File: src/rtl/sys_bus_arbiter.sv
// Two-master round-robin system bus arbiter with registered responses.
// Define SYS_BUS_ARBITER_TIMEOUT_EN to compile in the hung-transaction watchdog.
module sys_bus_arbiter #(
  parameter int AddrWidth     = 32,
  parameter int DataWidth     = 32,
  parameter int TimeoutCycles = 255
) (
  input  logic                 clk,
  input  logic                 rst,
  input  logic                 m0_req,
  input  logic                 m0_wr,
  input  logic [2:0]           m0_size,
  input  logic [AddrWidth-1:0] m0_addr,
  input  logic [DataWidth-1:0] m0_wdata,
  output logic                 m0_gnt,
  output logic                 m0_done,
  output logic [DataWidth-1:0] m0_rdata,
  output logic                 m0_fault,
  input  logic                 m1_req,
  input  logic                 m1_wr,
  input  logic [2:0]           m1_size,
  input  logic [AddrWidth-1:0] m1_addr,
  input  logic [DataWidth-1:0] m1_wdata,
  output logic                 m1_gnt,
  output logic                 m1_done,
  output logic [DataWidth-1:0] m1_rdata,
  output logic                 m1_fault,
  output logic                 bus_req,
  output logic                 bus_wr,
  output logic [2:0]           bus_size,
  output logic [AddrWidth-1:0] bus_addr,
  output logic [DataWidth-1:0] bus_wdata,
  input  logic                 bus_ack,
  input  logic                 bus_err,
  input  logic [DataWidth-1:0] bus_rdata
);

  typedef enum logic [1:0] {
    IDLE,
    BUSY,
    RESP
  } state_t;

  state_t               state_q, state_d;
  logic                 owner_q, owner_d;
  logic                 last_q, last_d;
  logic                 pick;
  logic                 cap_en;
  logic                 cap_fault;
  logic [DataWidth-1:0] cap_rdata;
  logic [DataWidth-1:0] rdata_q;
  logic                 fault_q;
  logic                 busy;
  logic                 resp;

`ifdef SYS_BUS_ARBITER_TIMEOUT_EN
  logic [15:0] cnt_q, cnt_d;
  logic        expired;

  assign expired = (cnt_q == 16'(TimeoutCycles - 1));
`else
  logic unused_cfg;

  assign unused_cfg = ^32'(TimeoutCycles);
`endif

  // Tie goes to whichever master did not win last time.
  assign pick = m1_req & (~m0_req | ~last_q);

  always_comb begin
    state_d   = state_q;
    owner_d   = owner_q;
    last_d    = last_q;
    cap_en    = 1'b0;
    cap_rdata = bus_rdata;
    cap_fault = bus_err;
`ifdef SYS_BUS_ARBITER_TIMEOUT_EN
    cnt_d     = cnt_q;
`endif
    unique case (state_q)
      IDLE: begin
        if (m0_req | m1_req) begin
          owner_d = pick;
          last_d  = pick;
          state_d = BUSY;
`ifdef SYS_BUS_ARBITER_TIMEOUT_EN
          cnt_d   = '0;
`endif
        end
      end
      BUSY: begin
        if (bus_ack) begin
          cap_en  = 1'b1;
          state_d = RESP;
        end
`ifdef SYS_BUS_ARBITER_TIMEOUT_EN
        else if (expired) begin
          cap_en    = 1'b1;
          cap_rdata = '0;
          cap_fault = 1'b1;
          state_d   = RESP;
        end else begin
          cnt_d = cnt_q + 16'd1;
        end
`endif
      end
      RESP:    state_d = IDLE;
      default: state_d = IDLE;
    endcase
  end

  always_ff @(posedge clk) begin
    if (rst) begin
      state_q <= IDLE;
      owner_q <= 1'b0;
      last_q  <= 1'b0;
      rdata_q <= '0;
      fault_q <= 1'b0;
`ifdef SYS_BUS_ARBITER_TIMEOUT_EN
      cnt_q   <= '0;
`endif
    end else begin
      state_q <= state_d;
      owner_q <= owner_d;
      last_q  <= last_d;
      if (cap_en) begin
        rdata_q <= cap_rdata;
        fault_q <= cap_fault;
      end
`ifdef SYS_BUS_ARBITER_TIMEOUT_EN
      cnt_q   <= cnt_d;
`endif
    end
  end

  assign busy = (state_q == BUSY);
  assign resp = (state_q == RESP);

  assign m0_gnt   = (busy | resp) & ~owner_q;
  assign m1_gnt   = (busy | resp) & owner_q;
  assign m0_done  = resp & ~owner_q;
  assign m1_done  = resp & owner_q;
  assign m0_rdata = m0_done ? rdata_q : '0;
  assign m1_rdata = m1_done ? rdata_q : '0;
  assign m0_fault = m0_done & fault_q;
  assign m1_fault = m1_done & fault_q;

  // Attributes are held at zero outside BUSY.
  assign bus_req   = busy;
  assign bus_wr    = busy & (owner_q ? m1_wr : m0_wr);
  assign bus_size  = busy ? (owner_q ? m1_size : m0_size) : '0;
  assign bus_addr  = busy ? (owner_q ? m1_addr : m0_addr) : '0;
  assign bus_wdata = busy ? (owner_q ? m1_wdata : m0_wdata) : '0;

endmodule

File: config.mk
export PLATFORM = sky130hd
export DESIGN_NAME = sys_bus_arbiter
export DESIGN_NICKNAME = d
export VERILOG_FILES = /design/src/rtl/sys_bus_arbiter.sv
export SDC_FILE = /design/constraint.sdc
export NUM_CORES = 1
export LEC_CHECK = 0
export BUFFER_PORTS_ARGS = -buffer_cell sky130_fd_sc_hd__buf_2
export CAP_MARGIN = 20
export CORE_AREA = 5 5 118 120
export CTS_CLUSTER_SIZE = 28
export DETAILED_ROUTE_END_ITERATION = 7
export DIE_AREA = 0 0 123 125
export PLACE_DENSITY = 0.58
export SETUP_SLACK_MARGIN = 0.4
export SYNTH_ARGS = -nofsm -noshare
export SYNTH_HDL_FRONTEND = slang
export SYNTH_SLANG_ARGS = --single-unit
File: constraint.sdc
create_clock -name clk -period 1.3 [get_ports clk]
set_clock_uncertainty 0.15 [all_clocks]
set_input_delay 0.065 -clock clk [delete_from_list [all_inputs] [get_ports clk]]
set_output_delay 0.065 -clock clk [all_outputs]
set_load 0.05 [all_outputs]
# After elaboration in Yosys (flattened, before gate mapping)
# Index checks and enable logic that the tools add are counted.
[classes]
eq_ne = 4
muxes = 14
bitwise = 13
n_reduce_logical = 3
[ops]
columns = ["op", "n"]
rows = [
  ["32-bit two-way mux", 6],
  ["1-bit bitwise AND", 8],
  ["3-bit two-way mux", 2],
  ["2-bit two-way mux", 2],
  ["2-bit != test (second input constant)", 2],
  ["2-bit one-hot mux with 2 select lines", 1],
  ["2-bit AND reduction", 2],
  ["1-bit two-way mux", 3],
  ["1-bit bitwise OR", 3],
  ["2-bit by 1-bit == test with 1-bit output (second input constant)", 1],
  ["2-bit == test (second input constant)", 1],
  ["2-bit logical NOT", 1],
  ["1-bit inverter", 2],
]
[totals]
regBits = 36
inputBits = 174
out_inout_bits = 139
elab_cells = 38

# Longest topological paths before layout
[depth]
ltp_word = 3
ltp_mapped = 7
depth_no_buf = 5

# Least setup slack after synthesis
# No wires, ideal clock.
[synth_timing]
kind = "register -> output"
start = "reg state_q[1]"
end = "out bus_wdata[11]"
arrival_ns = 1.731
required_time_ns = 1.085
slack_ns = -0.646
path_stages_with_launch = 6
n_path_buf = 2
path_cell_list = "dfxtp_1 inv_1 ha_1 buf_2 clkbuf_1 nor2b_1"
[synth_between]
elab_chain_cells = 2
[synth_lines]
columns = ["element", "line_no", "text"]
rows = [
  ["from (decl)", "44", "state_t state_q, state_d;"],
  ["from (signal assigned)", "123", "state_q <= state_d;"],
  ["2-bit by 1-bit == test with 1-bit output", "136", "assign busy = (state_q == BUSY);"],
  ["32-bit two-way mux", "153", "assign bus_wdata = busy ? (owner_q ? m1_wdata : m0_wdata) : '0;"],
  ["to (decl)", "32", "output logic [DataWidth-1:0] bus_wdata,"],
]
# Every way passes these cells.

==> results.tsv <==
stage	metric	value	unit
die	Row Count	42	
sta	Final Cycle Share	1.36	
synthesis	largest family of logic cells by synthesized area	simple AND/OR/NAND/NOR gates	
die	Placeable Area	12900	µm²
sta	# setup viols final	175	
synthesis	Synth Area in Adders	0.0165	
place	IO buf count	312	
synthesis	Post-Syn Area	3040	µm²
synthesis	post-synth top area cell	dfxtp_1	
synthesis	Synth Area in Compound Gates	0.0692	
die	Initial Util	0.236	
sta	max-slew violations	0	
clock_network	# H-tree levels	2	
clock_network	clk buf depth	2	
final_layout	Area growth syn-to-layout	195	%
grt	Total GRT Usage	0.208	
sta	Min Clock Period, post-route	1.76	ns
die	Die ar.	15400	µm²
drt	1st-iter DRT viols	184	
synthesis	syn avg cell area	7.68	µm²
job	max_cap viols	0	
final_layout	Fill cells	830	
place	pre-CTS setup slack	-0.219	ns
grt	GRT Residual Overflow	0	
clock_network	clock root cell	clkbuf_16	
clock_network	total CTS buffers	5	
critical_path	endpoint class of the critical path	output pin	
drt	DRC	0	
clock_network	CTS sink count	36	
critical_path	critical path class	reg -> out	
grt	largest net degree at the start of global routing	39	
critical_path	Worst setup SP type	flip-flop	
synthesis	Synth top area share	0.237	
critical_path	WP data arrival	1.55	ns
min_path	worst hold-check path type	in -> reg	
synthesis	register area share after synthesis	0.237	
synthesis	Distinct cells, synth	20	
power	peak supply drop	603	µV
final_layout	final layout net count	939	
grt	first-pass GRT wire length	25500	µm
clock_network	clk_lat worst skew	0.27	ns
drt	number of vias per cell	4.74	
synthesis	Net Count, Synth	573	
grt	initial antenna violation count	4	
clock_network	clock-pin slew on the worst setup and hold paths	0.05	ns
die	Chip Width	123	µm
sta	Max-slew headroom	0.725	
drt	Detailed Routing Iterations Pass 1	4	
grt	vias in the first global route	4577	
synthesis	Yosys reg bits	36	
place	Detailed Place HPWL	10900	µm
synthesis	simple-gate share of the synthesized area	0.375	
sta	Peak Freq	567	MHz
sta	final hold vios	2	
sta	final hold slack	-0.121	ns
place	RD Place Congestion	0.834	
final_layout	layout cells sized above 1	0.856	
drt	number of routed nets with antenna violations	0	
clock_network	CTS Hold Bufs	33	
sta	Final Worst Setup Slack	-0.463	ns
drt	Vias	4458	
die	Die Height	125	µm
synthesis	mux cell area share after synthesis	0.224	
drt	WL final	19900	µm
critical_path	worst-path fanout max	9	
die	I/O pin count	313	
drt	routed length per placed instance	21.1	µm
synthesis	Post-Syn Instances	395	
power	Tot Pwr	7300	µW
sta	RSZ-0062 raised after global routing	true	
clock_network	CTS tree	yes	
critical_path	CP required	1.09	ns
power	Pleak	0.00387	µW
outcome	failing checks	negative hold slack, negative setup slack	
final_layout	post-route insts no fill	941	
place	placed insts	864	
synthesis	Ys Warns	0	
power	power density over cell area	816	nW/µm²
synthesis	XOR/XNOR share of the synthesized area	0	
synthesis	Synth area leaders	dfxtp_1 (24%), mux2i_1 (22%), nor2b_1 (14%)	
outcome	status	finished with violations	
sta	worst slew pin tran	0.412	ns
==> flip-flops by register name, indices dropped and copies added (netlist names) <==
name	count
state_q	2
fault_q	1
last_q	1
rdata_q	32
==> final timing paths <==
| path | from | slack, ns | endpoint | cells after the start |
|---|---|---|---|---|
| min reg2reg | rdata_q[12] | 0.33 | rdata_q[12] | 2 |
| max | last_q | -0.46 | bus_wdata[24] | 5 |
| max reg2reg | state_q[1] | -0.31 | state_q[1] | 7 |
| min | m0_req | -0.12 | last_q | 2 |
==> worst max-delay path: stages (launching register included) <==
cell and delay [ns]:
dfxtp_4 0.37, buf_12 0.17, buf_16 0.18, mux2i_2 0.29, nor2b_4 0.05, buf_4 0.19
==> power by group <==
group	switching, µW	internal, µW
combinational	2470	2430
sequential	69.0	1180
clock	445	715
total	2980	4320
==> layout make-up <==
class                   count  area (µm²)  area share
well taps                 176         220      0.0246
clock buffers               7         133      0.0148
clock inverters             1        8.76    0.000979
flip-flops and latches     36         732      0.0818
inverters                   4        20.0     0.00224
multi-input cells         319        3860       0.432
diodes                      3        7.51    0.000839
repair buffers            395        3960       0.443
==> logic make-up after synthesis <==
| logic type | Yosys count |
|---|---|
| DFF | 36 |
| and+or+nand+nor | 207 |
| adders and majority gates | 4 |
| AOI/OAI and AO/OA | 40 |
| muxes | 68 |
| buffers and inverters | 40 |
==> cell usage after synthesis <==
cell type	n
buf_4	8
o22ai_1	1
dfxtp_1	36
a311oi_1	1
nor2b_4	1
or3b_1	1
buf_6	4
a21oi_1	36
buf_2	6
mux2i_1	68
clkbuf_2	2
clkbuf_1	15
and2_1	36
inv_1	4
nor2b_1	69
and3_1	33
nand2_1	67
buf_12	1
a211oi_1	2
ha_1	4
==> repair_timing <==
action | CTS | global route
cloned | 9 | 11
gates resized for setup | 412 | 181
setup endpoints to repair | 175 | 175
setup buffers | 8 | 5
pin swaps | 5 | 41
endpoints found under the hold margin | 35 | 2
==> per-stage QoR <==
step                      utilization  setup TNS (ns)  cell area [µm²]
after floorplan                     -           -7.54             3910
after global placement          0.436          -21.72             5610
after detailed placement        0.436          -24.54             5610
after CTS                       0.616          -57.52             7930
after global routing            0.695          -70.01             8950
final                           0.695          -61.83             8950
==> cells in the final DEF (no fill, tap or decap), types with 4 or more instances in the layout <==
cell / instances
clkbuf_16: 13
nand2_4: 26
nor2b_4: 70
nand2_1: 34
buf_16: 13
and2_4: 33
ha_4: 4
buf_12: 11
dfxtp_1: 33
buf_8: 67
buf_2: 173
buf_6: 82
and3_4: 19
buf_4: 8
and3_2: 14
mux2i_2: 21
dlygate4sd3_1: 33
a21oi_2: 33
nand2_2: 6
mux2i_4: 46
==> routing by layer <==
layer  up-vias  global-route usage  part of all wire
met2       215               0.401              0.56
met3        36              0.0519             0.074
met5         -                   0           0.00035
met4         2              0.0567             0.026
met1      2147               0.218              0.34
li1       2058                   -                 -
No activity file was read; power rests on OpenSTA's default activity.
